<file path="src/rtl/hazard_pipe_regs_if.sv">
// Bundle between the stall controller / fetch / decode and the
// front-end pipeline registers (PC, IF/ID, ID/EX).
interface hazard_pipe_regs_if #(
  parameter int CNT_W = 16
);
  logic             PC_WriteEn;
  logic             IFID_WriteEn;
  logic             Stall_flush;
  logic             Branch_taken;
  logic [31:0]      Branch_target;
  logic [31:0]      IF_Instr;
  logic             ID_MemRead;
  logic             ID_MemWrite;
  logic             ID_RegWrite;
  logic [4:0]       ID_rd;
  logic [31:0]      PC;
  logic [31:0]      ID_Instr;
  logic [31:0]      ID_PCPlus4;
  logic             ID_Valid;
  logic [5:0]       ID_Op;
  logic [4:0]       ID_rs;
  logic [4:0]       ID_rt;
  logic             EX_MemRead;
  logic             EX_MemWrite;
  logic             EX_RegWrite;
  logic             EX_Valid;
  logic [4:0]       EX_rt;
  logic [4:0]       EX_rd;
  logic [CNT_W-1:0] Stall_count;
  logic [CNT_W-1:0] Flush_count;

  modport master (
    output PC_WriteEn, IFID_WriteEn, Stall_flush,
    output Branch_taken, Branch_target, IF_Instr,
    output ID_MemRead, ID_MemWrite, ID_RegWrite, ID_rd,
    input  PC, ID_Instr, ID_PCPlus4, ID_Valid,
    input  ID_Op, ID_rs, ID_rt,
    input  EX_MemRead, EX_MemWrite, EX_RegWrite, EX_Valid,
    input  EX_rt, EX_rd, Stall_count, Flush_count
  );

  modport slave (
    input  PC_WriteEn, IFID_WriteEn, Stall_flush,
    input  Branch_taken, Branch_target, IF_Instr,
    input  ID_MemRead, ID_MemWrite, ID_RegWrite, ID_rd,
    output PC, ID_Instr, ID_PCPlus4, ID_Valid,
    output ID_Op, ID_rs, ID_rt,
    output EX_MemRead, EX_MemWrite, EX_RegWrite, EX_Valid,
    output EX_rt, EX_rd, Stall_count, Flush_count
  );
endinterface

</file>
<file path="src/rtl/hazard_pipe_regs.sv">
// Front-end pipeline registers: PC, IF/ID and ID/EX with load-use
// hold/bubble handling, branch redirect and saturating debug counters.
module hazard_pipe_regs #(
  parameter logic [31:0] RESET_PC = 32'h0000_0000,
  parameter int          CNT_W    = 16
) (
  input logic              clk,
  input logic              rst,
  hazard_pipe_regs_if.slave bus
);

  logic [31:0]      r_pc;
  logic [31:0]      r_id_instr;
  logic [31:0]      r_id_pc4;
  logic             r_id_valid;
  logic             r_ex_mem_read;
  logic             r_ex_mem_write;
  logic             r_ex_reg_write;
  logic             r_ex_valid;
  logic [4:0]       r_ex_rt;
  logic [4:0]       r_ex_rd;
  logic [CNT_W-1:0] r_stall_cnt;
  logic [CNT_W-1:0] r_flush_cnt;

  logic [31:0]      w_pc_plus4;
  logic [4:0]       w_id_rt;
  logic             w_ex_bubble;
  logic             w_stall_evt;

  assign w_pc_plus4  = r_pc + 32'd4;
  assign w_id_rt     = r_id_instr[20:16];
  assign w_ex_bubble = bus.Branch_taken | bus.Stall_flush;
  // A stall cycle that coincides with a redirect counts as a flush only.
  assign w_stall_evt = bus.Stall_flush & ~bus.Branch_taken;

  // PC: redirect beats the stall hold; otherwise step by 4 (wraps).
  always_ff @(posedge clk) begin
    if (rst) begin
      r_pc <= RESET_PC;
    end else if (bus.Branch_taken) begin
      r_pc <= bus.Branch_target;
    end else if (bus.PC_WriteEn) begin
      r_pc <= w_pc_plus4;
    end
  end

  // IF/ID: squash on redirect, capture fetch when enabled, else hold.
  always_ff @(posedge clk) begin
    if (rst || bus.Branch_taken) begin
      r_id_instr <= 32'd0;
      r_id_pc4   <= 32'd0;
      r_id_valid <= 1'b0;
    end else if (bus.IFID_WriteEn) begin
      r_id_instr <= bus.IF_Instr;
      r_id_pc4   <= w_pc_plus4;
      r_id_valid <= 1'b1;
    end
  end

  // ID/EX: bubble on redirect or stall, otherwise advance from ID.
  always_ff @(posedge clk) begin
    if (rst || w_ex_bubble) begin
      r_ex_mem_read  <= 1'b0;
      r_ex_mem_write <= 1'b0;
      r_ex_reg_write <= 1'b0;
      r_ex_valid     <= 1'b0;
      r_ex_rt        <= 5'd0;
      r_ex_rd        <= 5'd0;
    end else begin
      r_ex_mem_read  <= bus.ID_MemRead;
      r_ex_mem_write <= bus.ID_MemWrite;
      r_ex_reg_write <= bus.ID_RegWrite;
      r_ex_valid     <= r_id_valid;
      r_ex_rt        <= w_id_rt;
      r_ex_rd        <= bus.ID_rd;
    end
  end

  // Saturating stall/flush event counters.
  always_ff @(posedge clk) begin
    if (rst) begin
      r_stall_cnt <= '0;
      r_flush_cnt <= '0;
    end else begin
      if (w_stall_evt && (r_stall_cnt != '1)) begin
        r_stall_cnt <= r_stall_cnt + CNT_W'(1);
      end
      if (bus.Branch_taken && (r_flush_cnt != '1)) begin
        r_flush_cnt <= r_flush_cnt + CNT_W'(1);
      end
    end
  end

  assign bus.PC          = r_pc;
  assign bus.ID_Instr    = r_id_instr;
  assign bus.ID_PCPlus4  = r_id_pc4;
  assign bus.ID_Valid    = r_id_valid;
  assign bus.ID_Op       = r_id_instr[31:26];
  assign bus.ID_rs       = r_id_instr[25:21];
  assign bus.ID_rt       = w_id_rt;
  assign bus.EX_MemRead  = r_ex_mem_read;
  assign bus.EX_MemWrite = r_ex_mem_write;
  assign bus.EX_RegWrite = r_ex_reg_write;
  assign bus.EX_Valid    = r_ex_valid;
  assign bus.EX_rt       = r_ex_rt;
  assign bus.EX_rd       = r_ex_rd;
  assign bus.Stall_count = r_stall_cnt;
  assign bus.Flush_count = r_flush_cnt;

endmodule

</file>
<file path="src/flat_wrapper.sv">
// flat-port wrapper written by rule: the top's interface ports become plain ports
module hazard_pipe_regs_flat 
#(
  parameter logic [31:0] RESET_PC = 32'h0000_0000,
  parameter int          CNT_W    = 16
)
  (clk, rst, bus_PC_WriteEn, bus_IFID_WriteEn, bus_Stall_flush, bus_Branch_taken, bus_Branch_target, bus_IF_Instr, bus_ID_MemRead, bus_ID_MemWrite, bus_ID_RegWrite, bus_ID_rd, bus_PC, bus_ID_Instr, bus_ID_PCPlus4, bus_ID_Valid, bus_ID_Op, bus_ID_rs, bus_ID_rt, bus_EX_MemRead, bus_EX_MemWrite, bus_EX_RegWrite, bus_EX_Valid, bus_EX_rt, bus_EX_rd, bus_Stall_count, bus_Flush_count);
  hazard_pipe_regs_if #(.CNT_W(CNT_W)) bus_i ();
  input logic clk;
  input logic rst;
  input wire logic [$bits(bus_i.PC_WriteEn)-1:0] bus_PC_WriteEn;
  input wire logic [$bits(bus_i.IFID_WriteEn)-1:0] bus_IFID_WriteEn;
  input wire logic [$bits(bus_i.Stall_flush)-1:0] bus_Stall_flush;
  input wire logic [$bits(bus_i.Branch_taken)-1:0] bus_Branch_taken;
  input wire logic [$bits(bus_i.Branch_target)-1:0] bus_Branch_target;
  input wire logic [$bits(bus_i.IF_Instr)-1:0] bus_IF_Instr;
  input wire logic [$bits(bus_i.ID_MemRead)-1:0] bus_ID_MemRead;
  input wire logic [$bits(bus_i.ID_MemWrite)-1:0] bus_ID_MemWrite;
  input wire logic [$bits(bus_i.ID_RegWrite)-1:0] bus_ID_RegWrite;
  input wire logic [$bits(bus_i.ID_rd)-1:0] bus_ID_rd;
  output wire logic [$bits(bus_i.PC)-1:0] bus_PC;
  output wire logic [$bits(bus_i.ID_Instr)-1:0] bus_ID_Instr;
  output wire logic [$bits(bus_i.ID_PCPlus4)-1:0] bus_ID_PCPlus4;
  output wire logic [$bits(bus_i.ID_Valid)-1:0] bus_ID_Valid;
  output wire logic [$bits(bus_i.ID_Op)-1:0] bus_ID_Op;
  output wire logic [$bits(bus_i.ID_rs)-1:0] bus_ID_rs;
  output wire logic [$bits(bus_i.ID_rt)-1:0] bus_ID_rt;
  output wire logic [$bits(bus_i.EX_MemRead)-1:0] bus_EX_MemRead;
  output wire logic [$bits(bus_i.EX_MemWrite)-1:0] bus_EX_MemWrite;
  output wire logic [$bits(bus_i.EX_RegWrite)-1:0] bus_EX_RegWrite;
  output wire logic [$bits(bus_i.EX_Valid)-1:0] bus_EX_Valid;
  output wire logic [$bits(bus_i.EX_rt)-1:0] bus_EX_rt;
  output wire logic [$bits(bus_i.EX_rd)-1:0] bus_EX_rd;
  output wire logic [$bits(bus_i.Stall_count)-1:0] bus_Stall_count;
  output wire logic [$bits(bus_i.Flush_count)-1:0] bus_Flush_count;
  assign bus_i.PC_WriteEn = bus_PC_WriteEn;
  assign bus_i.IFID_WriteEn = bus_IFID_WriteEn;
  assign bus_i.Stall_flush = bus_Stall_flush;
  assign bus_i.Branch_taken = bus_Branch_taken;
  assign bus_i.Branch_target = bus_Branch_target;
  assign bus_i.IF_Instr = bus_IF_Instr;
  assign bus_i.ID_MemRead = bus_ID_MemRead;
  assign bus_i.ID_MemWrite = bus_ID_MemWrite;
  assign bus_i.ID_RegWrite = bus_ID_RegWrite;
  assign bus_i.ID_rd = bus_ID_rd;
  assign bus_PC = bus_i.PC;
  assign bus_ID_Instr = bus_i.ID_Instr;
  assign bus_ID_PCPlus4 = bus_i.ID_PCPlus4;
  assign bus_ID_Valid = bus_i.ID_Valid;
  assign bus_ID_Op = bus_i.ID_Op;
  assign bus_ID_rs = bus_i.ID_rs;
  assign bus_ID_rt = bus_i.ID_rt;
  assign bus_EX_MemRead = bus_i.EX_MemRead;
  assign bus_EX_MemWrite = bus_i.EX_MemWrite;
  assign bus_EX_RegWrite = bus_i.EX_RegWrite;
  assign bus_EX_Valid = bus_i.EX_Valid;
  assign bus_EX_rt = bus_i.EX_rt;
  assign bus_EX_rd = bus_i.EX_rd;
  assign bus_Stall_count = bus_i.Stall_count;
  assign bus_Flush_count = bus_i.Flush_count;
  hazard_pipe_regs #(.RESET_PC(RESET_PC), .CNT_W(CNT_W)) u_core (.clk(clk), .rst(rst), .bus(bus_i));
endmodule
</file>
<file path="config.mk">
export PLATFORM = sky130hd
export DESIGN_NAME = hazard_pipe_regs_flat
export DESIGN_NICKNAME = d
export VERILOG_FILES = /design/src/rtl/hazard_pipe_regs_if.sv /design/src/rtl/hazard_pipe_regs.sv /design/src/flat_wrapper.sv
export SDC_FILE = /design/constraint.sdc
export NUM_CORES = 1
export LEC_CHECK = 0
export BUFFER_PORTS_ARGS = -buffer_cell sky130_fd_sc_hd__buf_2
export CAP_MARGIN = 5
export CORE_MARGIN = 8
export CORE_UTILIZATION = 49
export CTS_CLUSTER_DIAMETER = 100
export CTS_CLUSTER_SIZE = 10
export DETAILED_ROUTE_END_ITERATION = 10
export HOLD_SLACK_MARGIN = 0.1
export PLACE_DENSITY = 0.8
export REMOVE_ABC_BUFFERS = 1
export SLEW_MARGIN = 20
export SYNTH_ARGS = -nofsm -noshare
export SYNTH_HDL_FRONTEND = slang
export SYNTH_SLANG_ARGS = --single-unit
</file>
<file path="constraint.sdc">
create_clock -name clk -period 2.55 [get_ports clk]
set_input_delay 0.3825 -clock clk [delete_from_list [all_inputs] [get_ports clk]]
set_output_delay 0.3825 -clock clk [all_outputs]
set_load 0.005 [all_outputs]
</file>
## After elaboration in Yosys (flattened, before gate mapping)

Cells that the tools add are included.

| word-level totals | value |
|---|---|
| register bits | 143 |
| bits of input ports | 78 |
| output and inout port bits | 159 |
| logic and storage cells | 27 |

| cells by class | value |
|---|---|
| $add $sub $neg | 3 |
| equal/unequal tests | 2 |
| multiplexer cells | 2 |
| bitwise operators | 3 |
| reduce and logical (&&, ||, !) cells | 5 |

Operator list:

| operator | number |
|---|---|
| 2-to-1 mux 32 bit | 2 |
| adder 16 x 1 -> 16 bit (second input constant) | 2 |
| adder 32 x 3 -> 32 bit (second input constant) | 1 |
| inequality test 16 bit (second input constant) | 2 |
| logical AND 1 bit | 2 |
| logical OR 1 bit | 2 |
| nonzero test 2 bit | 1 |
| bitwise AND 1 bit | 1 |
| NOT 1 bit | 1 |
| OR 1 bit | 1 |

## Longest topological paths before layout

Gate-level depths: netlist (run 1).

| depth | value |
|---|---|
| depth after elaboration | 3 |
| mapped depth | 7 |

## Worst setup path after synthesis (run 1)

No wires, ideal clock.

| timing | value |
|---|---|
| path kind | register to register |
| from | reg u_core.r_pc[2], in the netlist u_core.bus.PC[2] |
| to | reg u_core.r_pc[30], in the netlist u_core.bus.PC[30] |
| arrival time | 1737 ps |
| path slack | 680 ps |
| cell stages (with the launch flop) | 8 |
| path buffers | 1 |
| cells stage by stage | dfxtp_1 -> ha_1 -> and3_1 -> clkbuf_1 -> nand3_1 -> nor4_1 -> xnor2_1 -> a21oi_1 |

| on the way | value |
|---|---|
| longest elaborated chain between the ends | 3 |

RTL lines:

| what | line | RTL |
|---|---|---|
| from (decl) | hazard_pipe_regs.sv:12 | `logic [31:0] r_pc;` |
| from (signal assigned) | hazard_pipe_regs.sv:41 | `r_pc <= bus.Branch_target;` |
| from (signal assigned) | hazard_pipe_regs.sv:43 | `r_pc <= w_pc_plus4;` |
| adder 32 x 3 -> 32 bit | hazard_pipe_regs.sv:30 | `assign w_pc_plus4 = r_pc + 32'd4;` |
| 2-to-1 mux 32 bit | hazard_pipe_regs.sv:42 | `end else if (bus.PC_WriteEn) begin` |
| 2-to-1 mux 32 bit | hazard_pipe_regs.sv:40 | `end else if (bus.Branch_taken) begin` |

No other way between the ends. The select of a mux whose other input is x is not followed.
A chain may end at the register's enable or synchronous reset.

## Worst setup path after layout (run 1)

Ends and elaborated chain as after synthesis.

==> results.yml, run 1 <==
yosys:
  avgSynthCellArea_sq_um: 8.82
  synth_cell_types: 41
  synth-edff-count: 0
  ys_ff_latch: 143
  ys.flop_type: "dfxtp_1"
  syn-instance-count: 718
  async_flop_share_pct: 0
  post_synth_instance_area_sq_um: 6340
  ys_warn_count: 0
  ys_seq_area_share_pct: 45.2
placement:
  gp_routability_congestion: 0.837
  dpl_cell_area_sq_um: 7530
  hpwlAfterDp_microns: 13500
  port_buffers: 236
layout:
  design_area_sq_um: 8130
  fin_util_pct: 64.4
  finalNetCount: 1004
  final_cell_mix: "buf_2 (235), dfxtp_1 (143), nor2_1 (111)"
  layout_commonest_cell: "buf_2"
  area_delta_synth_final_pct: 28.3
  fillerInstances: 1105
  drive_above_1_share_pct: 30.7
run:
  maxCapViolCount: 0
route:
  dr_total_vias: 5867
  dr.pass1.iters: 5
  drc_errors: 0
  ant_nets: 0
  routed_wirelength_microns: 18400
  vias_per_cell: 5.28
  wl_per_cell_microns: 16.5
  initialDrtViolationCount: 362
clock_tree:
  cts_resized: 0
  cts.path.max_buffers: 2
  post_cts_buffers: 0
  clkLatencyLatePin_ns: 0.41
  numCtsBuffers: 17
  clk_pin_slew_worst_paths_ns: 0.06
  htree_levels: 4
  cts_sinks: 143
  cts-root-buf: "clkbuf_16"
  cts_tree: "built"
  holdBufCountCts: 0
worst_setup_path:
  crit_path_end_kind: "flop"
  critPathRequiredTime_ns: 2.83
  critPathMaxFanout: 8
  r2r-start: "u_core.bus.PC[2]$_SDFFE_PP0N_"
  r2r_slack_ns: 0.45
  arrival_ns: 2.38
  critPathLaunchType: "flop"
  timing.rr.end: "u_core.bus.PC[30]$_SDFFE_PP0N_"
  reg2reg_depth: 6
  criticalPathCategory: "reg -> reg"
timing:
  post-route-min-period_ns: 2.10
  skew_ns: 0.00604
  worst_hold_slack_ns: 0.167
  fmax_mhz: 476
  setup_viol: 0
  rsz0062_at_grt: "false"
  max_slew_margin_pct: 51.4
  tns_ns: 0
  hold_viol: 0
  drv_slew: 0
  tightest_slew_ns: 0.726
  layout_worst_path_cycle_share_pct: 82.4
power_and_ir_drop:
  p_leak_nw: 3.70
  powerDensity_nw_per_um2: 657
  vdd_ir_drop_max_v: 0.000445
  total_power_mw: 5.34
worst_hold_path:
  hold_start: "bus_ID_rd[0]"
  min_to: "u_core.bus.EX_rd[0]$_SDFF_PP0_"
  min_path_type: "in -> reg"
  min_path_cells: 2
floorplanning:
  io_pins: 237
  rows: 41
  start_util_pct: 50.2
  die_area_sq_um: 16800
  die_h_microns: 130
  coreArea_sq_um: 12600
  die_x_microns: 130
run_status:
  status: "finished, final reports clean"
global_routing:
  antenna_found_initial: 3
  grt_pass1_wl_microns: 27700
  grt_pass1_vias: 5415
  grt_max_degree: 55
  grt.total_usage_pct: 20.9
  overflow: 0
-- worst max path at each step --
stage	start	endpoint
final	u_core.bus.PC[2]$_SDFFE_PP0N_	u_core.bus.PC[30]$_SDFFE_PP0N_
after global routing	u_core.bus.PC[2]$_SDFFE_PP0N_	u_core.bus.PC[28]$_SDFFE_PP0N_
after CTS	u_core.bus.PC[2]$_SDFFE_PP0N_	u_core.bus.PC[30]$_SDFFE_PP0N_
after detailed placement	u_core.bus.PC[2]$_SDFFE_PP0N_	u_core.bus.PC[30]$_SDFFE_PP0N_
after global placement	u_core.bus.PC[4]$_SDFFE_PP0N_	u_core.bus.PC[31]$_SDFFE_PP0N_
after floorplan	bus_Branch_taken	u_core.bus.EX_MemRead$_SDFF_PP0_
-- cell families after synthesis --
logic type	Yosys count	share of synthesized area [%]
AND/OR/NAND/NOR	278	21.4
flip-flops	143	45.2
AO/OA/AOI/OAI	107	10.3
XOR/XNOR	78	10.8
buffers and inverters	69	5.47
multiplexers	40	6.32
adder cells (fa/ha/maj)	3	0.592
-- through the flow --
stage	std cells	worst slack [ns]
after global routing	1111	0.265
final	1111	0.449
after detailed placement	1076	0.494
after global placement	1076	0.581
after floorplan	654	-0.243
after CTS	1108	0.457
-- synth_stat cells, types with 3 or more instances --
| master | count | area share (%) |
|---|---|---|
| clkbuf_1 | 26 | 1.5 |
| inv_1 | 5 | 0.30 |
| and2_1 | 18 | 1.8 |
| xor2_1 | 52 | 7.2 |
| a311oi_1 | 3 | 0.41 |
| buf_1 | 8 | 0.47 |
| nand4_1 | 23 | 2.3 |
| nor4_1 | 6 | 0.59 |
| a211oi_1 | 30 | 3.6 |
| mux2i_1 | 40 | 6.3 |
| nand2_1 | 37 | 2.2 |
| and4_1 | 7 | 0.97 |
| nor3_1 | 14 | 1.1 |
| dfxtp_1 | 143 | 45 |
| ha_1 | 3 | 0.59 |
| a31oi_1 | 4 | 0.39 |
| o21a_1 | 6 | 0.71 |
| or3_1 | 3 | 0.30 |
| and3_1 | 11 | 1.1 |
| a21oi_1 | 36 | 2.8 |
| buf_4 | 20 | 2.4 |
| nand3_1 | 36 | 2.8 |
| nor2_1 | 111 | 6.6 |
| buf_2 | 8 | 0.63 |
| o21ai_0 | 25 | 2.0 |
| xnor2_1 | 26 | 3.6 |
-- state kept, by name, indices dropped and copies added, names as in the netlist, 5 cells and up --
| register | count |
|---|---|
| u_core.bus.EX_rt | 5 |
| u_core.bus.EX_rd | 5 |
| u_core.bus.Flush_count | 16 |
| u_core.bus.ID_Instr | 32 |
| u_core.bus.PC | 32 |
| u_core.bus.Stall_count | 16 |
| u_core.bus.ID_PCPlus4 | 32 |
-- critical path: stages (launching register included) --
cell	delay (ns)
dfxtp_1	0.47
ha_1	0.29
and3_1	0.31
nand3_1	0.23
nor4_1	0.41
xnor2_1	0.18
a21oi_1	0.09
-- cell type report --
class	count	area (sq um)	share of cell area, %
multi-input cells	506	3130	38.5
flip-flops and latches	143	2860	35.2
repair buffers	250	1300	16.0
clock buffers	19	433	5.32
well taps	172	215	2.65
clock inverters	13	164	2.02
inverters	5	18.8	0.231
diodes	3	7.51	0.0923
-- metal layers --
layer	wire, microns	track usage (%)	up-vias
li1	-	-	2878
met1	7690	25.4	2727
met2	8530	33.4	237
met3	1770	6.20	25
met4	372	9.90	0
met5	0	0	-
-- power breakdown --
group	total, mW	internal, mW	switching [mW]
logic	0.446	0.211	0.236
clock network	2.49	1.54	0.946
registers	2.41	2.31	0.0906
total	5.34	4.07	1.27
(Power assumes the default switching activity.)
==> run 2: changes to the inputs <==
--- a/config.mk
+++ b/config.mk
@@ -5,10 +5,11 @@
 export SDC_FILE = /design/constraint.sdc
 export NUM_CORES = 1
 export LEC_CHECK = 0
+export ABC_AREA = 1
 export BUFFER_PORTS_ARGS = -buffer_cell sky130_fd_sc_hd__buf_2
 export CAP_MARGIN = 5
 export CORE_MARGIN = 8
-export CORE_UTILIZATION = 49
+export CORE_UTILIZATION = 50
 export CTS_CLUSTER_DIAMETER = 100
 export CTS_CLUSTER_SIZE = 10
 export DETAILED_ROUTE_END_ITERATION = 10
==> constraint.sdc (replaced) <==
create_clock -name clk -period 2.1 [get_ports clk]
set_input_delay 0.315 -clock clk [delete_from_list [all_inputs] [get_ports clk]]
set_output_delay 0.315 -clock clk [all_outputs]
set_load 0.005 [all_outputs]
==> run 2 against run 1 <==
Largest cell class unchanged. Sequential share of layout area down 1.9 points. Via count increased by 19%. Highest routed layer is now met5. Wire length grew 15%. Critical path type unchanged. Total power grew 24%.
==> results.yml, run 2 <==
yosys:
  syn-instance-count: 984
  synth_top_area_share_pct: 42.4
  ys.flop_type: "dfxtp_1"
  ys_ff_latch: 143
  synthTopCellsByCount: "nand2_1 (285), dfxtp_1 (143), nor2_1 (136)"
  ys_top_cells_by_area: "dfxtp_1 (42%), nand2_1 (16%), nor2_1 (7.6%), a21oi_1 (6.5%), inv_1 (5.2%)"
  ys_warn_count: 0
  yosys.area.top_type: "dfxtp_1"
  post_synth_instance_area_sq_um: 6750
  avgSynthCellArea_sq_um: 6.85
  synth-edff-count: 0
  yosysMostFrequentCell: "nand2_1"
  synth_cell_types: 29
  ys_seq_area_share_pct: 42.4
  async_flop_share_pct: 0
layout:
  antenna_cells: 0
  layout_commonest_cell: "nand2_1"
  final_cell_mix: "nand2_1 (285), buf_2 (236), dfxtp_1 (143)"
  area_delta_synth_final_pct: 27.6
  drive_above_1_share_pct: 25.7
  finalNetCount: 1276
floorplanning:
  rows: 42
  die_x_microns: 132
  die_h_microns: 132
  io_pins: 237
  die_area_sq_um: 17500
  coreArea_sq_um: 13200
  start_util_pct: 51.1
route:
  wl_per_cell_microns: 15.3
  drc_errors: 0
  initialDrtViolationCount: 453
  ant_nets: 0
  dr.pass1.iters: 5
  vias_per_cell: 5.06
  dr_total_vias: 7003
  routed_wirelength_microns: 21100
timing:
  tightest_slew_ns: 0.679
  fin_ws_ns: 0.360
  tns_ns: 0
  layout_worst_path_cycle_share_pct: 82.9
  fmax_mhz: 575
  post-route-min-period_ns: 1.74
  setup_viol: 0
  max_slew_margin_pct: 54.7
  skew_ns: 0.00586
  rsz0062_at_grt: "false"
  hold_viol: 0
  drv_slew: 0
clock_tree:
  numCtsBuffers: 17
  clk_pin_slew_worst_paths_ns: 0.06
  cts-root-buf: "clkbuf_16"
  cts_sinks: 143
  cts_tree: "built"
  htree_levels: 4
  clkLatencyLatePin_ns: 0.41
  post_cts_buffers: 0
  cts_resized: 0
  cts.path.max_buffers: 2
worst_setup_path:
  slowest_delay_ns: 0.41
  critPathLaunchType: "flop"
  critPathRequiredTime_ns: 2.39
  criticalPathCategory: "reg -> reg"
  cpMaxStageDelayCell: "dfxtp_1"
  crit_chain: "ha_1 -> nand3_2 -> nor2_2 -> nand3_1 -> nand2_2 -> buf_4 -> o21ai_0 -> nand2_1 -> nor2_1"
  critPathMaxFanout: 11
  arrival_ns: 2.03
  crit_path_end_kind: "flop"
global_routing:
  grt_pass1_wl_microns: 34100
  antenna_found_initial: 2
  overflow: 0
  grt_max_degree: 63
  grt.total_usage_pct: 23.7
  grt_pass1_vias: 6749
power_and_ir_drop:
  powerDensity_nw_per_um2: 772
  p_leak_nw: 4.20
  vdd_ir_drop_max_v: 0.000405
placement:
  pre_cts_ws_ns: 0.363
  hpwlAfterDp_microns: 15200
  gp_routability_congestion: 0.875
  port_buffers: 236
run:
  maxCapViolCount: 0
worst_hold_path:
  min_path_type: "in -> reg"
run_status:
  status: "finished, final reports clean"
-- run 2: changes by cell type after synthesis, moves of 10 or more --
cell / previous run / this run
nand2_1: 37 / 285
inv_1: 5 / 94
a21oi_1: 36 / 87
mux2i_1: 40 / 0
xor2_1: 52 / 21
a211oi_1: 30 / 1
nor2_1: 111 / 136
a22oi_1: 0 / 22
o21ai_0: 25 / 43
and2_1: 18 / 1
nand4_1: 23 / 6
xnor2_1: 26 / 10
and3_1: 11 / 0
nand3_1: 36 / 26
-- run 2: final cells by class --
type                    count  area (sq um)
clock buffers              23           498
clock inverters             9           130
fillers                  1230          4590
inverters                  96           360
multi-input cells         685          3200
flip-flops and latches    143          2860
well taps                 176           220
repair buffers            252          1330
-- run 2: path summary, 6_finish.rpt --
check                                         start                                     end  slack (ns)  depth (start not counted)
max          u_core.bus.Flush_count[1]$_SDFFE_PP0P_  u_core.bus.Flush_count[4]$_SDFFE_PP0P_        0.36                          9
min reg2reg        u_core.bus.ID_Valid$_SDFFE_PP0P_          u_core.bus.EX_Valid$_SDFF_PP0_        0.45                          2
max reg2reg  u_core.bus.Flush_count[1]$_SDFFE_PP0P_  u_core.bus.Flush_count[4]$_SDFFE_PP0P_        0.36                          9
min                                  bus_ID_MemRead        u_core.bus.EX_MemRead$_SDFF_PP0_        0.12                          3
-- run 2: power breakdown --
group	switching, mW	internal, mW
clock	1.14	2.03
sequential	0.0921	2.81
combinational	0.338	0.240
-- run 2: worst max-delay path, delay by kind of cell (launching register included) --
kind                       cells  cell delay, ns
adders and majority gates      1            0.23
and+or+nand+nor                6            0.66
AOI/OAI and AO/OA              1            0.10
DFF                            1            0.41
buffers and inverters          1            0.22
-- run 2: timing repair --
action	in CTS	in global routing
hold buffers	1	0
endpoints found under the setup margin	0	0
hold endpoints to repair	1	0
-- run 2: logic make-up (layout without fill, tap and decap cells) --
logic type	Yosys count	count (layout)	share of synthesized area (%)
AND/OR/NAND/NOR	489	489	29.8
AO/OA/AOI/OAI	162	162	13.0
buffers and inverters	156	380	10.1
flip-flops	143	143	42.4
XOR/XNOR	31	31	4.03
adder cells (fa/ha/maj)	3	3	0.557
-- run 2: per-stage QoR --
| step | power (mW) | hold WS [ns] | cells | instance area (sq um) | utilization (%) |
|---|---|---|---|---|---|
| after floorplan | 3.18 | 0.384 | 924 | 6420 | - |
| after global placement | 3.52 | 0.439 | 1351 | 7970 | 60.4 |
| after detailed placement | 3.53 | 0.443 | 1351 | 7970 | 60.4 |
| after CTS | 6.67 | 0.100 | 1384 | 8600 | 65.2 |
| after global routing | 6.88 | 0.103 | 1384 | 8600 | 65.2 |
| final | 6.64 | 0.117 | 1384 | 8600 | 65.2 |
-- run 2: layer usage --
metal	GRT usage, %	vias up	part of all wire, %
met1	26.6	3177	42
met5	0	-	0.12
met2	41.3	259	48
met4	8.68	4	2.5
met3	7.32	44	8.0
li1	-	3519	-
